File: src/rtl/io6502_pkg.sv
`default_nettype none
// ============================================================================
//  Module      : io6502_pkg
//  Description : Shared constants for the 6502 board input port: register
//                addresses and pin counts.
//  Revision    : 1.0 - initial release
// ============================================================================
package io6502_pkg;

  localparam int NUM_BUTTONS  = 5;
  localparam int NUM_SWITCHES = 16;

  // CPU-visible register addresses
  localparam logic [2:0] REG_SW_LO     = 3'd0;
  localparam logic [2:0] REG_SW_HI     = 3'd1;
  localparam logic [2:0] REG_BTN_STATE = 3'd2;
  localparam logic [2:0] REG_BTN_EVENT = 3'd3;
  localparam logic [2:0] REG_IRQ_MASK  = 3'd4;

endpackage : io6502_pkg
`default_nettype wire

File: src/rtl/input_port6502_debounce_bit.sv
`default_nettype none
// ============================================================================
//  Module      : debounce_bit
//  Description : 2-FF synchronizer plus debounce counter for one push-button.
//                The accepted level changes only after DEBOUNCE_CYCLES
//                consecutive synced samples that differ from it. 'rise' pulses
//                in the cycle whose closing edge accepts a 0->1 change, so a
//                flag set from it lands on the same edge as the level.
//  Revision    : 1.0 - initial release
// ============================================================================
module debounce_bit #(
  parameter int DEBOUNCE_CYCLES = 250000,
  parameter int CNT_W           = $clog2(DEBOUNCE_CYCLES + 1)
) (
  input  logic clk,
  input  logic reset_n,
  input  logic raw,
  output logic level,
  output logic rise
);

  localparam logic [CNT_W-1:0] c_cnt_last = CNT_W'(DEBOUNCE_CYCLES - 1);

  logic             r_meta;
  logic             r_sync;
  logic             r_level;
  logic [CNT_W-1:0] r_cnt;
  logic             w_accept;

  // Synced input has differed for the full debounce window on this cycle
  assign w_accept = (r_sync != r_level) && (r_cnt == c_cnt_last);

  // Two-flop synchronizer for the asynchronous button pin
  always_ff @(posedge clk or negedge reset_n) begin
    if (!reset_n) begin
      r_meta <= 1'b0;
      r_sync <= 1'b0;
    end else begin
      r_meta <= raw;
      r_sync <= r_meta;
    end
  end

  // Count consecutive differing samples; any return to the stable level restarts
  always_ff @(posedge clk or negedge reset_n) begin
    if (!reset_n) begin
      r_level <= 1'b0;
      r_cnt   <= '0;
    end else if (r_sync == r_level) begin
      r_cnt <= '0;
    end else if (w_accept) begin
      r_level <= r_sync;
      r_cnt   <= '0;
    end else begin
      r_cnt <= r_cnt + 1'b1;
    end
  end

  assign level = r_level;
  assign rise  = w_accept & r_sync;

endmodule : debounce_bit
`default_nettype wire

File: src/rtl/input_port6502.sv
`default_nettype none
// ============================================================================
//  Module      : input_port6502
//  Description : Memory-mapped input port for the 6502 system. Synchronizes
//                the slide switches, debounces the push-buttons, latches
//                sticky press events and serves them as byte registers on the
//                synchronous-read CPU bus.
//                Optional macro INPUT_PORT6502_IRQ_EN adds the IRQ mask
//                register and a registered level interrupt.
//  Revision    : 1.0 - initial release
// ============================================================================
module input_port6502
  import io6502_pkg::*;
#(
  parameter int DEBOUNCE_CYCLES = 250000,
  parameter int CNT_W           = $clog2(DEBOUNCE_CYCLES + 1)
) (
  input  logic                    clk,
  input  logic                    reset_n,
  input  logic [NUM_SWITCHES-1:0] switches,
  input  logic [NUM_BUTTONS-1:0]  buttons,
  input  logic                    cs,
  input  logic                    we,
  input  logic [2:0]              addr,
  input  logic [7:0]              data_in,
  output logic [7:0]              data_out,
  output logic                    irq
);

  localparam int c_pad_w = 8 - NUM_BUTTONS;

  logic [NUM_SWITCHES-1:0] r_sw_meta;
  logic [NUM_SWITCHES-1:0] r_sw_sync;
  logic [NUM_BUTTONS-1:0]  w_btn_level;
  logic [NUM_BUTTONS-1:0]  w_btn_rise;
  logic [NUM_BUTTONS-1:0]  r_event;
  logic [NUM_BUTTONS-1:0]  w_event_clr;
  logic [NUM_BUTTONS-1:0]  w_irq_mask;
  logic [7:0]              w_rd_data;
  logic                    w_rd;
  logic                    w_wr;
  logic                    w_unused;

  assign w_rd     = cs & ~we;
  assign w_wr     = cs & we;
  assign w_unused = ^data_in[7:NUM_BUTTONS];

  // Switches only need metastability protection, no debounce
  always_ff @(posedge clk or negedge reset_n) begin
    if (!reset_n) begin
      r_sw_meta <= '0;
      r_sw_sync <= '0;
    end else begin
      r_sw_meta <= switches;
      r_sw_sync <= r_sw_meta;
    end
  end

  generate
    for (genvar i = 0; i < NUM_BUTTONS; i++) begin : g_btn
      debounce_bit #(
        .DEBOUNCE_CYCLES (DEBOUNCE_CYCLES),
        .CNT_W           (CNT_W)
      ) u_debounce (
        .clk     (clk),
        .reset_n (reset_n),
        .raw     (buttons[i]),
        .level   (w_btn_level[i]),
        .rise    (w_btn_rise[i])
      );
    end
  endgenerate

  assign w_event_clr = (w_wr && addr == REG_BTN_EVENT) ? data_in[NUM_BUTTONS-1:0] : '0;

  // Sticky press flags: write-1-to-clear, but a same-cycle press keeps the bit
  always_ff @(posedge clk or negedge reset_n) begin
    if (!reset_n) begin
      r_event <= '0;
    end else begin
      r_event <= (r_event & ~w_event_clr) | w_btn_rise;
    end
  end

`ifdef INPUT_PORT6502_IRQ_EN
  logic [NUM_BUTTONS-1:0] r_irq_mask;

  // IRQ mask register load
  always_ff @(posedge clk or negedge reset_n) begin
    if (!reset_n) begin
      r_irq_mask <= '0;
    end else if (w_wr && addr == REG_IRQ_MASK) begin
      r_irq_mask <= data_in[NUM_BUTTONS-1:0];
    end
  end

  // Registered interrupt: follows flag/mask changes one cycle later
  always_ff @(posedge clk or negedge reset_n) begin
    if (!reset_n) begin
      irq <= 1'b0;
    end else begin
      irq <= |(r_event & r_irq_mask);
    end
  end

  assign w_irq_mask = r_irq_mask;
`else
  assign w_irq_mask = '0;
  assign irq        = 1'b0;
`endif

  // Read data selection; unmapped addresses (and the mask when absent) read 0
  always_comb begin
    w_rd_data = '0;
    case (addr)
      REG_SW_LO:     w_rd_data = r_sw_sync[7:0];
      REG_SW_HI:     w_rd_data = r_sw_sync[15:8];
      REG_BTN_STATE: w_rd_data = {{c_pad_w{1'b0}}, w_btn_level};
      REG_BTN_EVENT: w_rd_data = {{c_pad_w{1'b0}}, r_event};
      REG_IRQ_MASK:  w_rd_data = {{c_pad_w{1'b0}}, w_irq_mask};
      default:       w_rd_data = '0;
    endcase
  end

  // Read data register: captured on a read cycle, held otherwise
  always_ff @(posedge clk or negedge reset_n) begin
    if (!reset_n) begin
      data_out <= '0;
    end else if (w_rd) begin
      data_out <= w_rd_data;
    end
  end

endmodule : input_port6502
`default_nettype wire

File: config.mk
export PLATFORM = sky130hd
export DESIGN_NAME = input_port6502
export DESIGN_NICKNAME = d
export VERILOG_FILES = /design/src/rtl/io6502_pkg.sv /design/src/rtl/input_port6502_debounce_bit.sv /design/src/rtl/input_port6502.sv
export SDC_FILE = /design/constraint.sdc
export NUM_CORES = 1
export LEC_CHECK = 0
export BUFFER_PORTS_ARGS = -buffer_cell sky130_fd_sc_hd__buf_2
export CORE_ASPECT_RATIO = 0.7
export CORE_MARGIN = 5
export CORE_UTILIZATION = 50
export DETAILED_ROUTE_END_ITERATION = 12
export PLACE_DENSITY = 0.68
export SLEW_MARGIN = 30
export SYNTH_ARGS = -nofsm -noshare
export SYNTH_HDL_FRONTEND = slang
export SYNTH_SLANG_ARGS = --single-unit
File: constraint.sdc
create_clock -name clk -period 4.6 [get_ports clk]
set_input_delay 0.92 -clock clk [delete_from_list [all_inputs] [get_ports clk]]
set_output_delay 0.92 -clock clk [all_outputs]
set_load 0.02 [all_outputs]
==> metrics.yaml <==
worst_setup_path:
  critPathLaunch: "g_btn[3].u_debounce.r_cnt[0]$_DFF_PN0_"
  rr_endpoint: "g_btn[3].u_debounce.r_cnt[16]$_DFF_PN0_"
  critPathMaxFanout: 7
  setup.worst_path.end: "g_btn[3].u_debounce.r_cnt[16]$_DFF_PN0_"
  endpoint_kind: "flop"
  r2r_start: "g_btn[3].u_debounce.r_cnt[0]$_DFF_PN0_"
  critPathLaunchType: "flop"
  required_ns: 4.94
  worstPathArrival_ns: 2.55
  rr_worst_depth: 5
  path_class: "flop to flop"
  ff2ff_setup_slack_ns: 2.39
clock_network:
  cts_sinks: 150
  cts_tree: "yes"
  clockBufferDepth: 2
  post_cts_buffers: 0
  holdBufCountCts: 0
  root_buffer: "clkbuf_16"
  cts_resized: 0
  htree_num_levels: 4
  clk_pin_slew_worst_paths_ns: 0.07
  insertion_delay_ns: 0.42
  numCtsBuffers: 17
synth:
  ys_seq_elements: 150
  netlist_area_um2: 6430
  syn_area_per_cell_um2: 11.2
  async_flop_share_pct: 100
  ys_warn_count: 0
  synth_edf_count: 0
  ys.flop_type: "dfrtp_1"
  netlist_top_cells_area: "dfrtp_1 (58%), xnor2_1 (7.2%), nor2_1 (5.3%), nand4_1 (2.3%), xor2_1 (2.3%)"
  synth_top_area_share_pct: 58.4
  ys_seq_area_share_pct: 58.4
  synth_fp_nets: 614
  synth_cells: 573
  yosysTopAreaCell: "dfrtp_1"
  synth_cell_types: 42
sta:
  grt_setup_unrepaired: "no"
  final-setup-viol-count: 0
  tns_ns: 0
  setup_slack_ns: 2.39
  post-route-period-util_pct: 48.1
  fmax_mhz: 452
  finalHoldViolations: 0
  slew_violations: 0
  fin_skew_ns: 0.00886
  worst_pin_slew_ns: 0.823
  maxSlewHeadroom_pct: 44.5
  fin_crit_ns: 2.21
final_layout:
  post-route-cell-area_um2: 7450
  final_nets: 670
  drive_above_1_share_pct: 16.0
  syn_to_final_growth_pct: 15.8
  antenna_cells: 0
  fillers: 1019
  layout_commonest_cell: "dfrtp_1"
  layout_common_cells: "dfrtp_1 (150), nor2_1 (90), xnor2_1 (53)"
  fin_util_pct: 59.6
grt:
  grt_max_degree: 65
  grt_pass1_wl_mm: 21.9
  grt_overflow_total: 0
  grt_usage_pct: 17.5
  grt_pass1_vias: 4520
  antenna_found_initial: 0
job:
  cap_violations: 0
floorplan:
  coreArea_um2: 12500
  io_pins: 45
  start_util_pct: 51.4
  fp.dieH_um: 105
  num_rows: 34
  die_w_um: 146
  dieArea_um2: 15300
detailed_routing:
  drt-initial-drc-count: 301
  drc: 0
  ant_nets: 0
  wirelength_mm: 12.7
  avgRoutedWirePerCell_um: 15.8
  drt-vias-per-instance: 5.57
  dr.pass1.iters: 5
  vias: 4479
placed_design:
  gp_congestion: 0.843
  place_ws_ns: 2.21
  hpwl_mm: 8.73
  numPortBuffers: 40
  place_area_um2: 6830
worst_hold_path:
  min_path_type: "flop to flop"
power_and_ir_drop:
  seqPwrFrac_pct: 47.2
  switching_share_pct: 23.9
  internal-power_uw: 2220
  leakage_uw: 0.00310
  clkPwrFrac_pct: 48.7
  powerDensity_nw_per_um2: 392
  power_frac_comb_pct: 4.1
  vdd_ir_drop_max_v: 0.000251
  p_switching_uw: 697
outcome:
  status: "completed"
-- logic make-up (layout without fill, tap and decap cells) --
logic type,Yosys count,after routing,synth area share (%)
AO/OA/AOI/OAI,48,48,6.05
AND/OR/NAND/NOR,255,255,19.9
buffers and inverters,31,100,2.02
flip-flops,150,150,58.4
XOR/XNOR,70,70,9.53
adder cells (fa/ha/maj),5,5,0.973
multiplexers,13,13,3.09
other,1,1,0.0583
-- through the flow --
stage / power, uW / hold WS, ns / instances
after floorplan: 1460 / 0.331 / 573
after global placement: 1520 / 0.332 / 771
after detailed placement: 1530 / 0.335 / 771
after CTS: 2940 / 0.350 / 803
after global routing: 3020 / 0.355 / 804
final: 2920 / 0.347 / 804
-- flip-flops by register name, indices dropped and copies added (netlist names) --
name / flops
g_btn.u_debounce.r_sync: 5
g_btn.u_debounce.r_meta: 5
r_event: 5
g_btn.u_debounce.r_cnt: 90
r_sw_meta: 16
r_sw_sync: 16
g_btn.u_debounce.level: 5
data_out: 8
-- cells in the mapped netlist (2+ instances only) --
master    instances
buf_2             2
mux2i_1           3
a32o_1            4
nand4_1          24
o41ai_1           5
or3b_2            5
o31ai_1           8
inv_1            22
ha_1              5
a22o_1            5
xnor2_1          53
o21ai_0           5
xor2_1           17
or4b_1            2
or3_1             8
mux2_2            5
nand2b_1          2
o41ai_2           3
mux4_2            5
nor3_1           14
nor2_1           90
and3_1            3
a21oi_1          15
nor4b_1           2
or2_2             4
nand2_1          35
dfrtp_1         150
or4_1            10
nor4_1           22
and4_1            2
clkbuf_1          5
nand3_1          28
-- power by group through the flow --
stage                     logic (uW)  clock network, uW  registers (uW)
final                            120               1420            1380
after global routing             136               1500            1380
after CTS                        123               1440            1380
after detailed placement         122                  0            1400
after global placement           119                  0            1400
after floorplan                 52.4                  0            1400
-- layout make-up --
cell class / instances / area (um^2) / area share (%)
flip-flops and latches: 150 / 3750 / 50.4
clock buffers: 17 / 425 / 5.71
clock inverters: 15 / 181 / 2.44
inverters: 22 / 82.6 / 1.11
repair buffers: 46 / 255 / 3.43
multi-input cells: 392 / 2550 / 34.2
well taps: 162 / 203 / 2.72
-- worst max-delay path, stage by stage, from the launching register on --
cell and delay, ns:
dfrtp_1 0.38, ha_1 0.21, nand4_1 0.35, nor4_1 0.53
or3b_2 0.48, a21oi_1 0.18
-- how the worst min path moves through the flow --
stage | start | endpoint | cells after the start | slack [ns]
after floorplan | g_btn[0].u_debounce.r_meta$_DFF_PN0_ | g_btn[0].u_debounce.r_sync$_DFF_PN0_ | 0 | 0.33
after global placement | r_sw_meta[14]$_DFF_PN0_ | r_sw_sync[14]$_DFF_PN0_ | 0 | 0.33
after detailed placement | r_sw_meta[7]$_DFF_PN0_ | r_sw_sync[7]$_DFF_PN0_ | 0 | 0.33
after CTS | r_sw_meta[11]$_DFF_PN0_ | r_sw_sync[11]$_DFF_PN0_ | 0 | 0.35
after global routing | g_btn[2].u_debounce.r_meta$_DFF_PN0_ | g_btn[2].u_debounce.r_sync$_DFF_PN0_ | 0 | 0.35
final | g_btn[2].u_debounce.r_meta$_DFF_PN0_ | g_btn[2].u_debounce.r_sync$_DFF_PN0_ | 0 | 0.35
-- per-layer routing --
layer | global-route usage, % | wire (um) | part of all wire, % | vias to the layer above
met4 | 5.86 | 146 | 1.1 | 0
li1 | - | - | - | 2136
met5 | 0 | 0 | 0 | -
met1 | 25.4 | 6130 | 48 | 2238
met3 | 4.11 | 541 | 4.3 | 16
met2 | 26.3 | 5890 | 46 | 89
Note: power is estimated with default switching activity, not from simulation.
